--- src/rtl/video_timing_gen.sv ---
// video_timing_gen
// Raster timing generator for the sprite pixel generator and HDMI/DVI encoder.
// Free-running horizontal/vertical counters cover the full blanked raster,
// with x=0 / y=0 at the start of sync. Every output is registered and decoded
// from the next-state counter values, so the strobes always describe the x/y
// presented in the same cycle. A PIPE-deep delay line provides copies of the
// sync/data-enable strobes that line up with the sprite-memory read latency.
//
// Ports:
//   i_clk        pixel clock
//   i_rst        asynchronous active-high reset
//   i_ce         count enable; low freezes every register
//   o_x, o_y     raw raster position (12 bits each)
//   o_vde        active video, aligned with o_x/o_y
//   o_hsync      horizontal sync (active level SYNC_POL), aligned with o_x/o_y
//   o_vsync      vertical sync (active level SYNC_POL), aligned with o_x/o_y
//   o_hsync_d, o_vsync_d, o_vde_d   strobes delayed by PIPE enabled cycles
//   o_sof        one-cycle start-of-frame pulse (qualify with i_ce)
//   o_frame_cnt  completed-frame counter, wraps at 65535
module video_timing_gen #(
  parameter int   WIDTH       = 1920,
  parameter int   HEIGHT      = 1080,
  parameter int   H_SYNC_TIME = 44,
  parameter int   H_F_PORCH   = 88,
  parameter int   H_B_PORCH   = 148,
  parameter int   V_SYNC_TIME = 5,
  parameter int   V_F_PORCH   = 4,
  parameter int   V_B_PORCH   = 36,
  parameter logic SYNC_POL    = 1'b1,
  parameter int   PIPE        = 1
) (
  input  logic        i_clk,
  input  logic        i_rst,
  input  logic        i_ce,
  output logic [11:0] o_x,
  output logic [11:0] o_y,
  output logic        o_vde,
  output logic        o_hsync,
  output logic        o_vsync,
  output logic        o_hsync_d,
  output logic        o_vsync_d,
  output logic        o_vde_d,
  output logic        o_sof,
  output logic [15:0] o_frame_cnt
);

  localparam int H_TOTAL = H_SYNC_TIME + H_B_PORCH + WIDTH + H_F_PORCH;
  localparam int V_TOTAL = V_SYNC_TIME + V_B_PORCH + HEIGHT + V_F_PORCH;

  // Inclusive bounds keep every constant inside 12 bits even when a total is 4096.
  localparam logic [11:0] H_LAST      = 12'(H_TOTAL - 1);
  localparam logic [11:0] V_LAST      = 12'(V_TOTAL - 1);
  localparam logic [11:0] H_SYNC_LAST = 12'(H_SYNC_TIME - 1);
  localparam logic [11:0] V_SYNC_LAST = 12'(V_SYNC_TIME - 1);
  localparam logic [11:0] H_ACT_FIRST = 12'(H_SYNC_TIME + H_B_PORCH);
  localparam logic [11:0] H_ACT_LAST  = 12'(H_SYNC_TIME + H_B_PORCH + WIDTH - 1);
  localparam logic [11:0] V_ACT_FIRST = 12'(V_SYNC_TIME + V_B_PORCH);
  localparam logic [11:0] V_ACT_LAST  = 12'(V_SYNC_TIME + V_B_PORCH + HEIGHT - 1);

  if (H_TOTAL > 4096 || V_TOTAL > 4096) begin : g_errTotal
    $error("video_timing_gen: H_TOTAL and V_TOTAL must not exceed 4096");
  end
  if (PIPE < 0 || PIPE > 7) begin : g_errPipe
    $error("video_timing_gen: PIPE must be in 0..7");
  end
  if (H_SYNC_TIME < 1 || V_SYNC_TIME < 1 || WIDTH < 1 || HEIGHT < 1) begin : g_errSize
    $error("video_timing_gen: sync widths and active sizes must be at least 1");
  end

  logic [11:0] r_x;
  logic [11:0] r_y;
  logic        r_vde;
  logic        r_hsync;
  logic        r_vsync;
  logic        r_sof;
  logic [15:0] r_frameCnt;

  logic        w_xWrap;
  logic        w_sofNext;
  logic [11:0] w_xNext;
  logic [11:0] w_yNext;
  logic        w_hsyncNext;
  logic        w_vsyncNext;
  logic        w_vdeNext;

  // Next-state counters; the strobes are decoded from these so that they
  // land in the same cycle as the coordinates they describe.
  always_comb begin
    w_xWrap   = (r_x == H_LAST);
    w_sofNext = w_xWrap && (r_y == V_LAST);
    w_xNext   = w_xWrap ? 12'd0 : r_x + 12'd1;
    w_yNext   = r_y;
    if (w_xWrap) begin
      w_yNext = (r_y == V_LAST) ? 12'd0 : r_y + 12'd1;
    end
    w_hsyncNext = (w_xNext <= H_SYNC_LAST) ? SYNC_POL : ~SYNC_POL;
    w_vsyncNext = (w_yNext <= V_SYNC_LAST) ? SYNC_POL : ~SYNC_POL;
    w_vdeNext   = (w_xNext >= H_ACT_FIRST) && (w_xNext <= H_ACT_LAST) &&
                  (w_yNext >= V_ACT_FIRST) && (w_yNext <= V_ACT_LAST);
  end

  // Counters and strobes; i_ce low holds everything, including a pending sof.
  always_ff @(posedge i_clk or posedge i_rst) begin
    if (i_rst) begin
      r_x        <= 12'd0;
      r_y        <= 12'd0;
      r_vde      <= 1'b0;
      r_hsync    <= SYNC_POL;
      r_vsync    <= SYNC_POL;
      r_sof      <= 1'b0;
      r_frameCnt <= 16'd0;
    end else if (i_ce) begin
      r_x     <= w_xNext;
      r_y     <= w_yNext;
      r_vde   <= w_vdeNext;
      r_hsync <= w_hsyncNext;
      r_vsync <= w_vsyncNext;
      r_sof   <= w_sofNext;
      if (w_sofNext) begin
        r_frameCnt <= r_frameCnt + 16'd1;
      end
    end
  end

  assign o_x         = r_x;
  assign o_y         = r_y;
  assign o_vde       = r_vde;
  assign o_hsync     = r_hsync;
  assign o_vsync     = r_vsync;
  assign o_sof       = r_sof;
  assign o_frame_cnt = r_frameCnt;

  // Delay line for {hsync, vsync, vde}; stage 0 captures the strobes currently
  // presented, so the last stage lags by exactly PIPE enabled cycles.
  if (PIPE == 0) begin : g_noPipe
    assign o_hsync_d = r_hsync;
    assign o_vsync_d = r_vsync;
    assign o_vde_d   = r_vde;
  end else begin : g_pipe
    logic [2:0] r_stage [PIPE];

    always_ff @(posedge i_clk or posedge i_rst) begin
      if (i_rst) begin
        for (int i = 0; i < PIPE; i++) begin
          r_stage[i] <= 3'b000;
        end
      end else if (i_ce) begin
        r_stage[0] <= {r_hsync, r_vsync, r_vde};
        for (int i = 1; i < PIPE; i++) begin
          r_stage[i] <= r_stage[i-1];
        end
      end
    end

    assign {o_hsync_d, o_vsync_d, o_vde_d} = r_stage[PIPE-1];
  end

endmodule

--- config.mk ---
export PLATFORM = sky130hd
export DESIGN_NAME = video_timing_gen
export DESIGN_NICKNAME = d
export VERILOG_FILES = /design/src/rtl/video_timing_gen.sv
export SDC_FILE = /design/constraint.sdc
export NUM_CORES = 1
export LEC_CHECK = 0
export ABC_AREA = 1
export BUFFER_PORTS_ARGS = -buffer_cell sky130_fd_sc_hd__buf_2
export CAP_MARGIN = 20
export CORE_UTILIZATION = 60
export CTS_CLUSTER_SIZE = 10
export DETAILED_ROUTE_END_ITERATION = 10
export GPL_TIMING_DRIVEN = 0
export HOLD_SLACK_MARGIN = 0.03
export MAX_ROUTING_LAYER = met4
export PLACE_DENSITY = 0.94
export SKIP_CTS_REPAIR_TIMING = 1
export SLEW_MARGIN = 20
export SYNTH_ARGS = -nofsm -noshare
export SYNTH_HDL_FRONTEND = slang
export SYNTH_SLANG_ARGS = --single-unit
--- constraint.sdc ---
create_clock -name i_clk -period 4.1 [get_ports i_clk]
set_input_delay 0.615 -clock i_clk [delete_from_list [all_inputs] [get_ports i_clk]]
set_output_delay 0.615 -clock i_clk [all_outputs]
set_load 0.005 [all_outputs]
==> results.yml <==
worst_hold_path:
  holdCritPathClass: "primary input to asynchronous set/reset pin"
critical_path:
  reg2reg_depth: 14
  critPathCaptureType: "flip-flop"
  cp_max_fo: 8
  cp.arrival_ps: 2520
  r2r_start: "o_x[1]"
  crit_path_start_kind: "flip-flop"
  worstPathRequired_ps: 4300
  rr_endpoint: "o_vde"
  rrSetupSlack_ps: 1780
  crit_type: "flip-flop to flip-flop"
cts:
  cts_max_level: 2
  root_buffer: "clkbuf_8"
  cts_tree: "yes"
  cts.clk_slew.worst_paths_ps: 100
  insertion_delay_ps: 300
  cts_inserted_buffers: 5
  clockBufferDepth: 2
  clock-sinks: 47
synthesis:
  syn-cell-area_um2: 3040
  ys_ff_latch: 47
  synth.avg_cell_area_um2: 6.85
  yosys-top-cells-area: "dfrtp_1 (37%), nand2_1 (17%), nand3_1 (7.4%), inv_1 (7.3%), nor2_1 (7.0%)"
  yosys.area.top_type: "dfrtp_1"
  yosysWarnings: 0
  syn_nets: 451
  ys_seq_area_share_pct: 38.8
  synthCells: 443
  synth_top_area_share_pct: 37.1
  ys_types: 31
timing:
  final_max_slew_viol_count: 0
  min_period_ps: 2320
  timing.final.crit_share_pct: 56.5
  worst_pin_slew_ps: 561
  finClkSkew_ps: 8.56
  relSlewSlack_pct: 62.6
  tns_ps: 0
  max_freq_mhz: 432
  rsz0062_at_grt: "false"
  finalHoldViolCount: 0
  setup_violations: 0
run:
  drv_cap: 0
pwr:
  irDropWorstVdd_v: 0.000293
  leakagePower_uw: 0.00195
  powerDensity_nw_per_um2: 406
  power_uw: 1410
global_routing:
  overflow: 0
  grt_pass1_wl_um: 12800
  grt_max_degree: 36
  antenna_found_initial: 0
  grt.total_usage_pct: 31.9
  grt_pass1_vias: 2825
place:
  finalWeightedCongestion: 0.989
  io_buffer_count: 48
  dp_hpwl_um: 5680
floorplanning:
  core_um2: 4790
  start_util_pct: 63.4
  ios: 50
  row_count: 25
  die-height_um: 73.1
  dieArea_um2: 5350
  die_w_um: 73.1
detailed_routing:
  vias: 3109
  wl_per_cell_um: 13.3
  drc_errors: 0
  initialDrtViolationCount: 400
  firstDrtPassIters: 6
  routed_wl_um: 7560
  vias_per_cell: 5.48
  postRouteAntennaNets: 0
cells_and_area:
  fin_nets: 507
  num_antenna_cells: 0
  final_util_pct: 72.6
  area_growth_pct: 14.5
  fillers: 386
  drive_gt1_share_pct: 15.6
run_status:
  outcome: "finished clean"
-- state kept, by name, indices dropped and copies added (netlist names) --
register / cells
o_frame_cnt: 16
o_x: 12
o_y: 12
g_pipe.r_stage: 3
o_hsync: 1
o_sof: 1
o_vde: 1
o_vsync: 1
-- layout by cell type (no fill, tap or decap) --
master / count
clkbuf_1: 7
nand3_2: 1
xor2_1: 9
clkbuf_8: 5
nor3_1: 6
nor2_1: 57
nand3b_4: 1
o31ai_1: 1
nand2_1: 138
dfrtp_1: 45
inv_6: 3
nand2_2: 3
xnor2_1: 7
a22oi_1: 1
a21oi_1: 5
buf_2: 49
buf_6: 1
nand3_1: 45
inv_2: 3
o21ai_0: 28
nand2_4: 1
dfstp_2: 2
ha_1: 5
nand4_1: 5
mux2_2: 1
o21a_1: 1
o21bai_1: 2
buf_12: 1
inv_1: 58
nor2_8: 2
o21ai_1: 1
o32ai_1: 1
nor2_4: 1
nor2_2: 4
-- critical path: stages, from the launching register on --
cell     delay (ps)
dfrtp_1         440
ha_1            240
nand2_2         130
nor2_2          170
nand2_2         100
nor2_8          180
nand2_1          80
nand2_1          70
nand2_1          60
nor2_1          240
nand3_1         160
nor2_1          130
a21oi_1          80
nand2_1          70
nand2_1          50
-- cells by family (layout without fill, tap and decap cells) --
family	after synthesis	in the layout	share of synthesized area [%]
simple gates	264	264	38.0
xor+xnor	16	16	4.62
buf+inv	70	127	8.94
fa+ha+maj	5	5	2.06
flops	47	47	38.8
mux	1	1	0.371
compound gates	40	40	7.13
-- cell usage after synthesis (all sizes together) --
master  number
a21oi        5
a22oi        1
buf          2
clkbuf       7
dfrtp       45
dfstp        2
ha           5
inv         61
mux2         1
nand2      142
nand3       46
nand3b       1
nand4        5
nor2        64
nor3         6
o21a         1
o21ai       29
o21bai       2
o31ai        1
o32ai        1
xnor2        7
xor2         9
-- where the power goes --
group / internal (µW) / total, µW / switching [µW]
clock: 127 / 300 / 173
sequential: 540 / 637 / 97.4
combinational: 173 / 475 / 303
-- per-stage QoR --
stage | setup WS [ps] | area, µm² | std cells | hold WS, ps
after floorplan | 2210 | 3040 | 443 | 465
after CTS | 1830 | 3470 | 567 | 254
after global routing | 1590 | 3470 | 567 | 259
after detailed placement | 1850 | 3380 | 559 | 462
final | 1780 | 3470 | 567 | 239
after global placement | 1770 | 3360 | 558 | 454
-- how the worst max path moves through the flow --
| stage | from | to |
|---|---|---|
| final | o_x[1] | o_vde |
| after global routing | o_x[1] | o_vde |
| after CTS | o_x[1] | o_vde |
| after detailed placement | o_x[1] | o_vde |
| after global placement | i_rst | o_x[9] |
| after floorplan | o_x[1] | o_vde |
-- routing by layer --
metal,global-route usage (%),up-vias,share of wire (%)
met1,40.8,1426,43
li1,-,1501,-
met2,49.7,164,48
met4,13.1,0,1.8
met5,-,-,0
met3,6.08,18,7.1
-- cell type report --
| type | instances | area, µm² | share of cell area, % |
|---|---|---|---|
| clock buffer | 5 | 68.8 | 1.98 |
| inverter | 61 | 229 | 6.59 |
| tap | 67 | 83.8 | 2.41 |
| multi-input combinational | 326 | 1590 | 45.6 |
| buffer | 9 | 42.5 | 1.22 |
| clock inverter | 3 | 26.3 | 0.756 |
| sequential | 47 | 1180 | 33.9 |
| timing repair buffer | 49 | 260 | 7.49 |
Power figures use the tool's default switching activity.
